## src/rtl/clk_div_ctrl.sv

```systemverilog
// rtl/clk_div_ctrl.sv - runtime-programmable glitch-free clock divider with queued ratio changes.
// Optional tick counter output o_period_cnt when CLK_DIV_CTRL_PERIOD_CNT_EN is defined.
module clk_div_ctrl #(
    parameter int RATIO_W = 8
) (
    input  logic               clk,
    input  logic               reset,
    input  logic               i_clk_en,
    input  logic               cfg_valid,
    input  logic [RATIO_W-1:0] cfg_ratio,
    output logic               cfg_ready,
    output logic               clk_divided,
    output logic               o_tick,
    output logic               o_busy
`ifdef CLK_DIV_CTRL_PERIOD_CNT_EN
    ,
    output logic [15:0]        o_period_cnt
`endif
);

    typedef enum logic [1:0] {
        IDLE = 2'd0,
        RUN  = 2'd1,
        PEND = 2'd2
    } state_t;

    localparam logic [RATIO_W-1:0] ONE = RATIO_W'(1);

    state_t             state;
    logic [RATIO_W-1:0] cnt;
    logic [RATIO_W-1:0] active;
    logic [RATIO_W-1:0] pending;
    logic               accept;
    logic               phase_end;

    assign accept    = cfg_valid & cfg_ready;
    assign phase_end = (cnt == (active - ONE));

    always_ff @(posedge clk or posedge reset) begin
        if (reset) begin
            state       <= IDLE;
            cnt         <= '0;
            active      <= '0;
            pending     <= '0;
            clk_divided <= 1'b0;
            o_tick      <= 1'b0;
            o_busy      <= 1'b0;
            cfg_ready   <= 1'b1;
        end else begin
            o_tick <= 1'b0;
            case (state)
                IDLE: begin
                    if (accept && (cfg_ratio != '0)) begin
                        state       <= RUN;
                        active      <= cfg_ratio;
                        cnt         <= '0;
                        clk_divided <= 1'b1;
                        o_tick      <= 1'b1;
                        o_busy      <= 1'b1;
                    end
                end
                RUN, PEND: begin
                    // A request taken this cycle only queues; the boundary below still uses the old ratio.
                    if ((state == RUN) && accept) begin
                        pending   <= cfg_ratio;
                        state     <= PEND;
                        cfg_ready <= 1'b0;
                    end
                    if (i_clk_en) begin
                        if ((state == PEND) && !clk_divided && phase_end) begin
                            cnt       <= '0;
                            active    <= pending;
                            cfg_ready <= 1'b1;
                            if (pending != '0) begin
                                state       <= RUN;
                                clk_divided <= 1'b1;
                                o_tick      <= 1'b1;
                            end else begin
                                state  <= IDLE;
                                o_busy <= 1'b0;
                            end
                        end else if (phase_end) begin
                            cnt         <= '0;
                            clk_divided <= ~clk_divided;
                            o_tick      <= ~clk_divided;
                        end else begin
                            cnt <= cnt + ONE;
                        end
                    end
                end
                default: begin
                    state     <= IDLE;
                    o_busy    <= 1'b0;
                    cfg_ready <= 1'b1;
                end
            endcase
        end
    end

`ifdef CLK_DIV_CTRL_PERIOD_CNT_EN
    // Counts each tick on the cycle after it is presented; wraps naturally at 16 bits.
    always_ff @(posedge clk or posedge reset) begin
        if (reset) begin
            o_period_cnt <= '0;
        end else if (o_tick) begin
            o_period_cnt <= o_period_cnt + 16'd1;
        end
    end
`endif

endmodule

```

## config.mk

```make
export PLATFORM = sky130hd
export DESIGN_NAME = clk_div_ctrl
export DESIGN_NICKNAME = d
export VERILOG_FILES = /design/src/rtl/clk_div_ctrl.sv
export SDC_FILE = /design/constraint.sdc
export NUM_CORES = 1
export LEC_CHECK = 0
export ABC_CLOCK_PERIOD_IN_PS = 2200
export BUFFER_PORTS_ARGS = -buffer_cell sky130_fd_sc_hd__clkbuf_2
export CORE_MARGIN = 2
export CORE_UTILIZATION = 53
export CTS_CLUSTER_DIAMETER = 100
export DETAILED_ROUTE_END_ITERATION = 16
export PLACE_DENSITY = 0.75
export SETUP_SLACK_MARGIN = 0.4
export SLEW_MARGIN = 20
export SYNTH_ARGS = -nofsm -noshare
export SYNTH_HDL_FRONTEND = slang
export SYNTH_SLANG_ARGS = --single-unit
```

## constraint.sdc

```tcl
create_clock -name clk -period 2.2 [get_ports clk]
set_clock_uncertainty 0.1 [all_clocks]
set_input_delay 0.22 -clock clk [delete_from_list [all_inputs] [get_ports clk]]
set_output_delay 0.22 -clock clk [all_outputs]
set_load 0.02 [all_outputs]
```

==> results of run 1 <==
-- registers in the layout, indices dropped and copies added (netlist names) --
signal / count
state: 2
cnt: 8
cfg_ready: 1
active: 8
o_tick: 1
o_busy: 1
pending: 8
clk_divided: 1
-- metal layers --
layer | up-vias | GRT usage (%) | wire length [um]
met1 | 816 | 31.0 | 1890
met4 | 0 | 7.50 | 118
met2 | 40 | 45.2 | 2380
met5 | - | 0 | 0
met3 | 12 | 6.67 | 199
li1 | 769 | - | -
-- cell type report --
type | instances | area share, %
Tap cell | 46 | 2.39
Sequential cell | 30 | 31.3
Timing Repair Buffer | 47 | 14.3
Clock buffer | 6 | 2.13
Clock inverter | 2 | 0.521
Inverter | 11 | 1.72
Multi-Input combinational cell | 133 | 47.6
-- metrics by stage --
stage,setup TNS [ns],cells
floorplan,-1.07,180
global placement,-1.01,258
detailed placement,-2.18,258
CTS,-0.749,273
global route,-2.85,275
finish,-0.688,275
-- repair_timing --
item	in CTS	in global routing
hold endpoints to repair	29	0
endpoints found under the setup margin	30	30
pin swaps	15	7
setup buffers	6	2
hold buffers	1	0
resized for setup	13	14
-- worst reg2reg max path, stage by stage (launching register included) --
cell and delay [ns]:
dfrtp_1 0.40, inv_2 0.06, ha_4 0.26, xor2_1 0.13, nand2_1 0.10, nor4b_4 0.26
nand4_1 0.15, or3_4 0.44, o221a_1 0.27
-- cells in the final DEF, fill, tap and decap left out, drive strengths merged, types with 2 or more instances in the layout --
master,count
or4,4
mux2,9
nand3,6
nor3,4
o31ai,2
o211ai,5
and3,2
o21ai,2
inv,11
nor2,11
nor2b,3
o221a,9
or3,9
o211a,2
dfrtp,29
xor2,8
xnor2,6
a21oi,7
nand2,13
nand4,8
buf,31
ha,6
clkbuf,21
-- report_power, final --
part           internal [mW]  total, mW  leakage (nW)  switching, mW
clock network          0.153      0.353        0.0343          0.200
registers              0.760      0.997         0.365          0.237
logic                  0.908       1.83         0.640          0.924
total                   1.82       3.18          1.04           1.36
-- cell families after synthesis --
logic type                 Yosys count  share of synthesized area (%)
muxes                                9                           5.54
AOI/OAI and AO/OA                   36                           17.4
xor gates and xnor gates            14                           6.71
buffers and inverters               17                           3.97
and+or+nand+nor                     68                           21.2
DFF                                 30                           41.1
adders and majority gates            6                           4.11
-- how the worst max path moves through the flow --
stage	from	endpoint	slack, ns	cells after the start
floorplan	active[0]$_DFFE_PP0P_	active[5]$_DFFE_PP0P_	-0.13	9
global placement	active[1]$_DFFE_PP0P_	active[6]$_DFFE_PP0P_	-0.13	8
detailed placement	active[0]$_DFFE_PP0P_	active[4]$_DFFE_PP0P_	-0.26	7
CTS	active[0]$_DFFE_PP0P_	active[4]$_DFFE_PP0P_	-0.09	8
global route	active[0]$_DFFE_PP0P_	active[3]$_DFFE_PP0P_	-0.22	8
finish	active[0]$_DFFE_PP0P_	active[1]$_DFFE_PP0P_	-0.08	8
==> impl_results.md, run 1 <==
- Gpl congestion: 0.884
- CTS tree: yes
- Max incr delay on CP: 0.44 ns
- RR Startpoint: active[0]$_DFFE_PP0P_
- Initial Utilization: 54.8%
- WHS: 0.0505 ns
- Number of hold violations in the final report: 0
- Reg2reg path depth: 8
- Final Power: 3.18 mW
- Startpoint Class: register
- R2R Setup Slk: -0.08 ns
- Reg-to-reg critical path endpoint: active[1]$_DFFE_PP0P_
- Clock Sinks: 30
- Post-place setup slack: -0.264 ns
- Syn Area/Cell: 10.2 um2
- Final period util: 104%
- Area contributors post-synth: dfrtp_1, mux2_2, o221a_1, ha_1, xor2_1
- Core Region: 3340 um2
- Drt wl/cell: 16.7 um
- Placement Rows: 21
- Failing checks: setup timing
- Register area share after synthesis: 41.1%
- Post-route ant nets: 0
- Setup crit end kind: register
- Final setup fails: 10
- Hold path endpoint: pending[4]$_DFFE_PP0P_
- Sequential cell area: 752 um2
- Worst Setup Slack, final: -0.0850 ns
- Longest Clk Path Bufs: 2
- Post-synth top flop: dfrtp_1
- Max_cap viols: 0
- Min-delay src: cfg_ratio[4]
- CP arrival: 2.41 ns
- Inserted Diodes: 0
- Via count: 1637
- Nets: 246
- Area after DPL: 2130 um2
- Buffers plus inverters on the worst setup path: 1
- Synth unique cells: 46
- Post-route cell area: 2400 um2
- Layout cells sized above 1: 39.3%
- Vias per std cell: 5.95
- CP top delay family: simple AND/OR/NAND/NOR gates
- Residual DRC count: 0
- Max_slew headroom: 73.4%
- Worst path slowest cell: or3_4
- Final core occ: 72.0%
- Htree depth: 2
- Multi-input logic area: 1140 um2
- Overall Global Routing Usage: 25.7%
- Synth Cell Area: 1830 um2
- Critical path peak fanout: 8
- Routed WL: 4.59 mm
- Die area: 3940 um2
- Worst-Skew Late Latency: 0.33 ns
- Synth top area share: 39.7%
- Pleak: 1.04 nW
- Pin count of the biggest net entering global routing: 31
- Max Slew Vio Count: 0
- First-pass GRT wire length: 7.85 mm
- FMAX: 0.438 GHz
- Largest area contributor in the netlist: dfrtp_1
- RSZ-0062 raised after global routing: true
- Io pins: 16
- Outcome: complete, but fails checks
- Vias in the first global route: 1675
- CP cell instances: inv_2 > ha_4 > xor2_1 > nand2_1 > nor4b_4 > nand4_1 > or3_4 > o221a_1
- Number of synthesized flops with an enable pin: 0
- Fill count: 243
- Synthesis-to-layout area growth: 31.5%
- Clock Tree Root: clkbuf_4
- Synth Instances: 180
- Yosys warns: 0
- Initial antenna violation count: 0
- Detailed Place HPWL: 3.20 mm
- GR Overflow Total: 0
- Post-synthesis async set-or-reset flop share: 100%
- HP Class: input port to register
- Fin crit period: 2.28 ns
- Worst Hold Depth: 2
- Slew @ Worst Pin: 0.395 ns
- Chip height: 62.7 um
- Die width: 62.7 um
- Synth cell count leaders: dfrtp_1, nand2_1, inv_1, nor2_1
- Critical Path RT: 2.32 ns
- Cts bufs inserted: 5
- PortBufs: 15
- Syn nets: 198
- Drt pass-1 iters: 4
- Power per cell area: 1320 nW/um2
- Crit path kind: register to register
- Seq cells post-synth: 30
- CTS clk-pin slew, worst paths: 0.10 ns
- DR iter-0 viols: 86
- Most frequent cell after synthesis: dfrtp_1
- Max VDD drop: 0.833 mV
No activity file was read; power rests on OpenSTA's default activity.
==> inputs of run 2 (changes only) <==
RECOVER_POWER = 50   (was unset)
==> run 2 against run 1 <==
  * The flow still finishes with violations (setup timing)
  * Utilization decreased by 0.075 points
  * Final area shrank 0.10%
  * First-iteration DRC count shrank 3.5%
  * Via count rose by 0.55%
  * Flip-flop and latch count unchanged
  * Register-to-register slack is essentially flat
  * Non-clock buffer count is the same
  * Hold slack gained 0.00092 ns
  * Routed wire length rose by 0.39%
  * Largest cell class unchanged
  * Largest power group unchanged
==> impl_results.md, run 2 (synthesis gave the netlist of run 1 again) <==
- Initial Utilization: 54.8%
- RSZ-0062 raised after global routing: true
- Reg2reg path depth: 8
- CP arrival: 2.41 ns
- CTS tree: yes
- Top flop regs: active: 8 flops, cnt: 8 flops, pending: 8 flops
- Via count: 1646
- Final Power: 3.19 mW
- Commonest non-fill, non-tap cell in the layout: dfrtp_1
- Power per cell area: 1330 nW/um2
- Startpoint Class: register
- Vias per std cell: 5.99
- FMAX: 0.438 GHz
- PortBufs: 15
- Initial antenna violation count: 0
- Outcome: complete, but fails checks
- Overall Global Routing Usage: 25.7%
- Area after DPL: 2130 um2
- Setup crit end kind: register
- Detailed Place HPWL: 3.20 mm
- Htree depth: 2
- Gpl congestion: 0.884
- Failing checks: setup timing
- Routed WL: 4.61 mm
- Fill count: 243
- Max_slew headroom: 50.2%
- Max_cap viols: 0
- Layout cells sized above 1: 39.3%
- Vias in the first global route: 1675
- Number of hold violations in the final report: 0
- Io pins: 16
- Die area: 3940 um2
- Multi-input logic area: 1140 um2
- Post-route ant nets: 0
- Inserted Diodes: 0
- Core Region: 3340 um2
- Post-place setup slack: -0.264 ns
- Sequential cell area: 752 um2
- Max Slew Vio Count: 0
- DR iter-0 viols: 83
- Clock Sinks: 30
- Crit path kind: register to register
- Fin crit period: 2.29 ns
- Chip height: 62.7 um
- Max VDD drop: 0.842 mV
- Longest Clk Path Bufs: 2
- Final period util: 104%
- Pleak: 1.04 nW
- Nets: 246
- CTS clk-pin slew, worst paths: 0.10 ns
- Placed Instances: 258
- Final setup fails: 10
- Commonest non-fill, non-tap cells in the layout: dfrtp_1, buf_4, clkbuf_2
- Synthesis-to-layout area growth: 31.3%
- Worst-Skew Late Latency: 0.33 ns
- HP Class: input port to register
- Placement Rows: 21
- Cts bufs inserted: 5
- Post-route cell area: 2400 um2
- Die width: 62.7 um
- Final core occ: 72.0%
- Critical path peak fanout: 8
- Slew @ Worst Pin: 0.747 ns
- Drt wl/cell: 16.7 um
- Residual DRC count: 0
- Drt pass-1 iters: 4
- Worst Hold Depth: 2
- Post-Layout Cell Count: 275
- Critical Path RT: 2.32 ns
- Clock Tree Root: clkbuf_4
- Pin count of the biggest net entering global routing: 31
- Worst Setup Slack, final: -0.0851 ns
- First-pass GRT wire length: 7.85 mm
- GR Overflow Total: 0
==> run 2: worst max-delay path, cell delays in order (launching register included) <==
cell,delay (ns)
dfrtp_1,0.40
inv_2,0.06
ha_4,0.26
xor2_1,0.13
nand2_1,0.10
nor4b_4,0.26
nand4_1,0.15
or3_4,0.44
o221a_1,0.27
==> run 2: timing repair <==
item	in CTS	in global routing
hold endpoints to repair	29	0
pin swaps	15	7
endpoints found under the setup margin	30	30
resized for setup	13	14
hold buffers	1	0
gates cloned	0	0
buffers inserted	6	2
==> run 2: through the flow <==
stage | hold WS, ns | setup TNS, ns
detailed placement | 0.196 | -2.18
global placement | 0.190 | -1.01
floorplan | 0.210 | -1.07
finish | 0.0514 | -0.691
global route | 0.0284 | -2.85
CTS | 0.0369 | -0.749
==> run 2: per-layer routing <==
layer	vias up	GRT usage, %	share of wire, %
met5	-	0	0
met4	0	7.50	2.6
met3	12	6.67	4.4
met1	821	31.0	41
met2	41	45.2	52
li1	772	-	-
==> run 2: report_power, final <==
part           internal, mW  switching, mW
clock                 0.153          0.201
combinational         0.907          0.927
sequential            0.760          0.237
==> run 2: worst paths after layout <==
check / startpoint / end / slack (ns)
setup / recovery: active[0]$_DFFE_PP0P_ / active[1]$_DFFE_PP0P_ / -0.09
hold / removal: cfg_ratio[7] / pending[7]$_DFFE_PP0P_ / 0.05
setup reg to reg: active[0]$_DFFE_PP0P_ / active[1]$_DFFE_PP0P_ / -0.09
hold reg to reg: cfg_ready$_DFFE_PP1N_ / cfg_ready$_DFFE_PP1N_ / 0.45
max in group asynchronous: reset / pending[4]$_DFFE_PP0P_ / 1.00
min in group asynchronous: reset / active[3]$_DFFE_PP0P_ / 0.52
==> run 2: layout make-up <==
type / count / area share [%]
multi-input cells: 133 / 47.7
flip-flops and latches: 30 / 31.3
repair buffers: 47 / 14.2
well taps: 46 / 2.40
clock buffers: 6 / 2.14
inverters: 11 / 1.72
clock inverters: 2 / 0.521
==> inputs of run 3 (changes only) <==
==> constraint.sdc (replaced) <==
create_clock -name clk -period 2.2 [get_ports clk]
set_clock_uncertainty 0.1 [all_clocks]
set_input_delay 0.11 -clock clk [delete_from_list [all_inputs] [get_ports clk]]
set_output_delay 0.11 -clock clk [all_outputs]
set_load 0.02 [all_outputs]
==> run 3 against run 2 <==
  * The flow still finishes with violations (setup timing)
  * First-iteration DRC count up 37%
  * Sequential share of layout area down 0.88 points
  * Fmax down 1.4%
  * Hold slack worse by 0.016 ns
  * Flip-flop and latch count unchanged
  * Critical path type unchanged
  * Die area unchanged
==> impl_results.md, run 3 (synthesis gave the netlist of run 1 again) <==
- Core Region: 3340 um2
- Setup crit end kind: register
- DR iter-0 viols: 114
- Inserted Diodes: 0
- Min-delay src: i_clk_en
- Number of hold violations in the final report: 0
- Failing checks: setup timing
- Sequential cell area: 753 um2
- Worst path slowest cell: or3_4
- Max incr delay on CP: 0.45 ns
- Drt pass-1 iters: 4
- Die area: 3940 um2
- Max VDD drop: 0.931 mV
- R2R Setup Slk: -0.12 ns
- Post-Layout Cell Count: 281
- Layout cells sized above 1: 37.0%
- Crit path kind: register to register
- Worst Setup Slack, final: -0.117 ns
- Detailed Place HPWL: 3.37 mm
- CTS tree: yes
- CP cell instances: inv_2 > ha_4 > xor2_1 > nand2_1 > nor4b_4 > nand4_1 > or3_4 > o221a_1
- CP arrival: 2.44 ns
- Commonest non-fill, non-tap cell in the layout: dfrtp_1
- Final period util: 105%
- Max Slew Vio Count: 0
- Multi-input logic area: 1120 um2
- Residual DRC count: 0
- Hold path endpoint: o_tick$_DFF_PP0_
- FMAX: 0.432 GHz
- Initial Utilization: 54.8%
- Power per cell area: 1360 nW/um2
- Top flop regs: active: 8 flops, cnt: 8 flops, pending: 8 flops
- Cts bufs inserted: 5
- Reg2reg path depth: 8
- Gpl congestion: 0.855
- Final setup fails: 11
- Final Power: 3.37 mW
- Startpoint Class: register
- Placed Instances: 259
- Vias per std cell: 6.16
- Clock Tree Root: clkbuf_4
- Drt wl/cell: 18.4 um
- Final core occ: 74.2%
- Commonest non-fill, non-tap cells in the layout: dfrtp_1, buf_4, clkbuf_2
- Slew @ Worst Pin: 0.763 ns
- Io pins: 16
- PortBufs: 15
- RR Startpoint: active[0]$_DFFE_PP0P_
- Nets: 252
- Max_cap viols: 0
- HP Class: input port to register
- Worst Hold Depth: 3
- Initial antenna violation count: 0
- Htree depth: 2
- Via count: 1730
- Pleak: 1.08 nW
- Routed WL: 5.18 mm
- GR Overflow Total: 0
- First-pass GRT wire length: 8.88 mm
- Fin crit period: 2.32 ns
- Vias in the first global route: 1852
- Longest Clk Path Bufs: 2
- RSZ-0062 raised after global routing: true
- Worst-Skew Late Latency: 0.33 ns
- Max_slew headroom: 49.1%
- Clock Sinks: 30
- Die width: 62.7 um
- CTS clk-pin slew, worst paths: 0.10 ns
- Placement Rows: 21
- Overall Global Routing Usage: 28.8%
- Reg-to-reg critical path endpoint: active[4]$_DFFE_PP0P_
- Post-route ant nets: 0
- Fill count: 223
- Synthesis-to-layout area growth: 35.4%
- Pin count of the biggest net entering global routing: 31
- Critical Path RT: 2.32 ns
- Critical path peak fanout: 8
- Chip height: 62.7 um
- Outcome: complete, but fails checks
## run 3: changes by cell type in the layout (fill, tap and decap cells not counted), sizes merged
cell,before,now
clkinvlp,1,0
clkinv,1,0
buf,30,28
bufinv,0,2
dlygate4sd3,1,9
## run 3: worst max-delay path, delay by kind of cell, from the launching register on
family / cells / cell delay, ns
DFF: 1 / 0.41
adders and majority gates: 1 / 0.26
buffers and inverters: 1 / 0.06
xor gates and xnor gates: 1 / 0.14
AOI/OAI and AO/OA: 1 / 0.26
and+or+nand+nor: 4 / 0.98
## run 3: where the power goes
part           total (mW)  leakage (nW)  internal [mW]  switching [mW]
clock network       0.592        0.0585          0.385           0.207
logic                1.78         0.660          0.862           0.920
registers           0.997         0.364          0.762           0.235
total                3.37          1.08           2.01            1.36
## run 3: area by class of cell
cell class | count | share of cell area [%]
Inverter | 11 | 1.67
Sequential cell | 30 | 30.4
Clock buffer | 6 | 2.07
Timing Repair Buffer | 53 | 15.8
Multi-Input combinational cell | 133 | 45.2
Tap cell | 46 | 2.33
Clock inverter | 2 | 2.43
## run 3: metal layers
metal / vias to the layer above / track usage [%] / routed length [um]
li1: 779 / - / -
met1: 857 / 35.3 / 1980
met2: 69 / 50.3 / 2720
met3: 25 / 5.41 / 272
met4: 0 / 10.6 / 206
met5: - / 0 / 0
## run 3: worst max path at each step
stage / endpoint / depth (start not counted) / slack [ns] / from
after floorplan: active[5]$_DFFE_PP0P_ / 9 / -0.13 / active[0]$_DFFE_PP0P_
after global placement: active[6]$_DFFE_PP0P_ / 8 / -0.12 / active[0]$_DFFE_PP0P_
after detailed placement: active[2]$_DFFE_PP0P_ / 6 / -0.25 / active[2]$_DFFE_PP0P_
after CTS: active[4]$_DFFE_PP0P_ / 8 / -0.13 / active[0]$_DFFE_PP0P_
after global routing: active[4]$_DFFE_PP0P_ / 8 / -0.23 / active[1]$_DFFE_PP0P_
final: active[4]$_DFFE_PP0P_ / 8 / -0.12 / active[0]$_DFFE_PP0P_
## run 3: what timing repair did
action                                 4_1_cts  5_1_grt
setup endpoints to repair                   30       30
pin swaps                                    6        3
gates resized for setup                     16        3
hold buffers                                 9        0
buffers inserted                             4        1
endpoints found under the hold margin       37        0
## run 3: stage by stage
step	instance area (um2)	setup slack, ns	TNS [ns]	hold slack, ns
after detailed placement	2140	-0.247	-2.03	0.0896
final	2470	-0.117	-0.971	0.0353
after CTS	2450	-0.132	-1.07	0.0153
after global placement	2140	-0.120	-0.950	0.0797
after global routing	2470	-0.228	-2.16	0.0407
after floorplan	1860	-0.134	-1.07	0.100
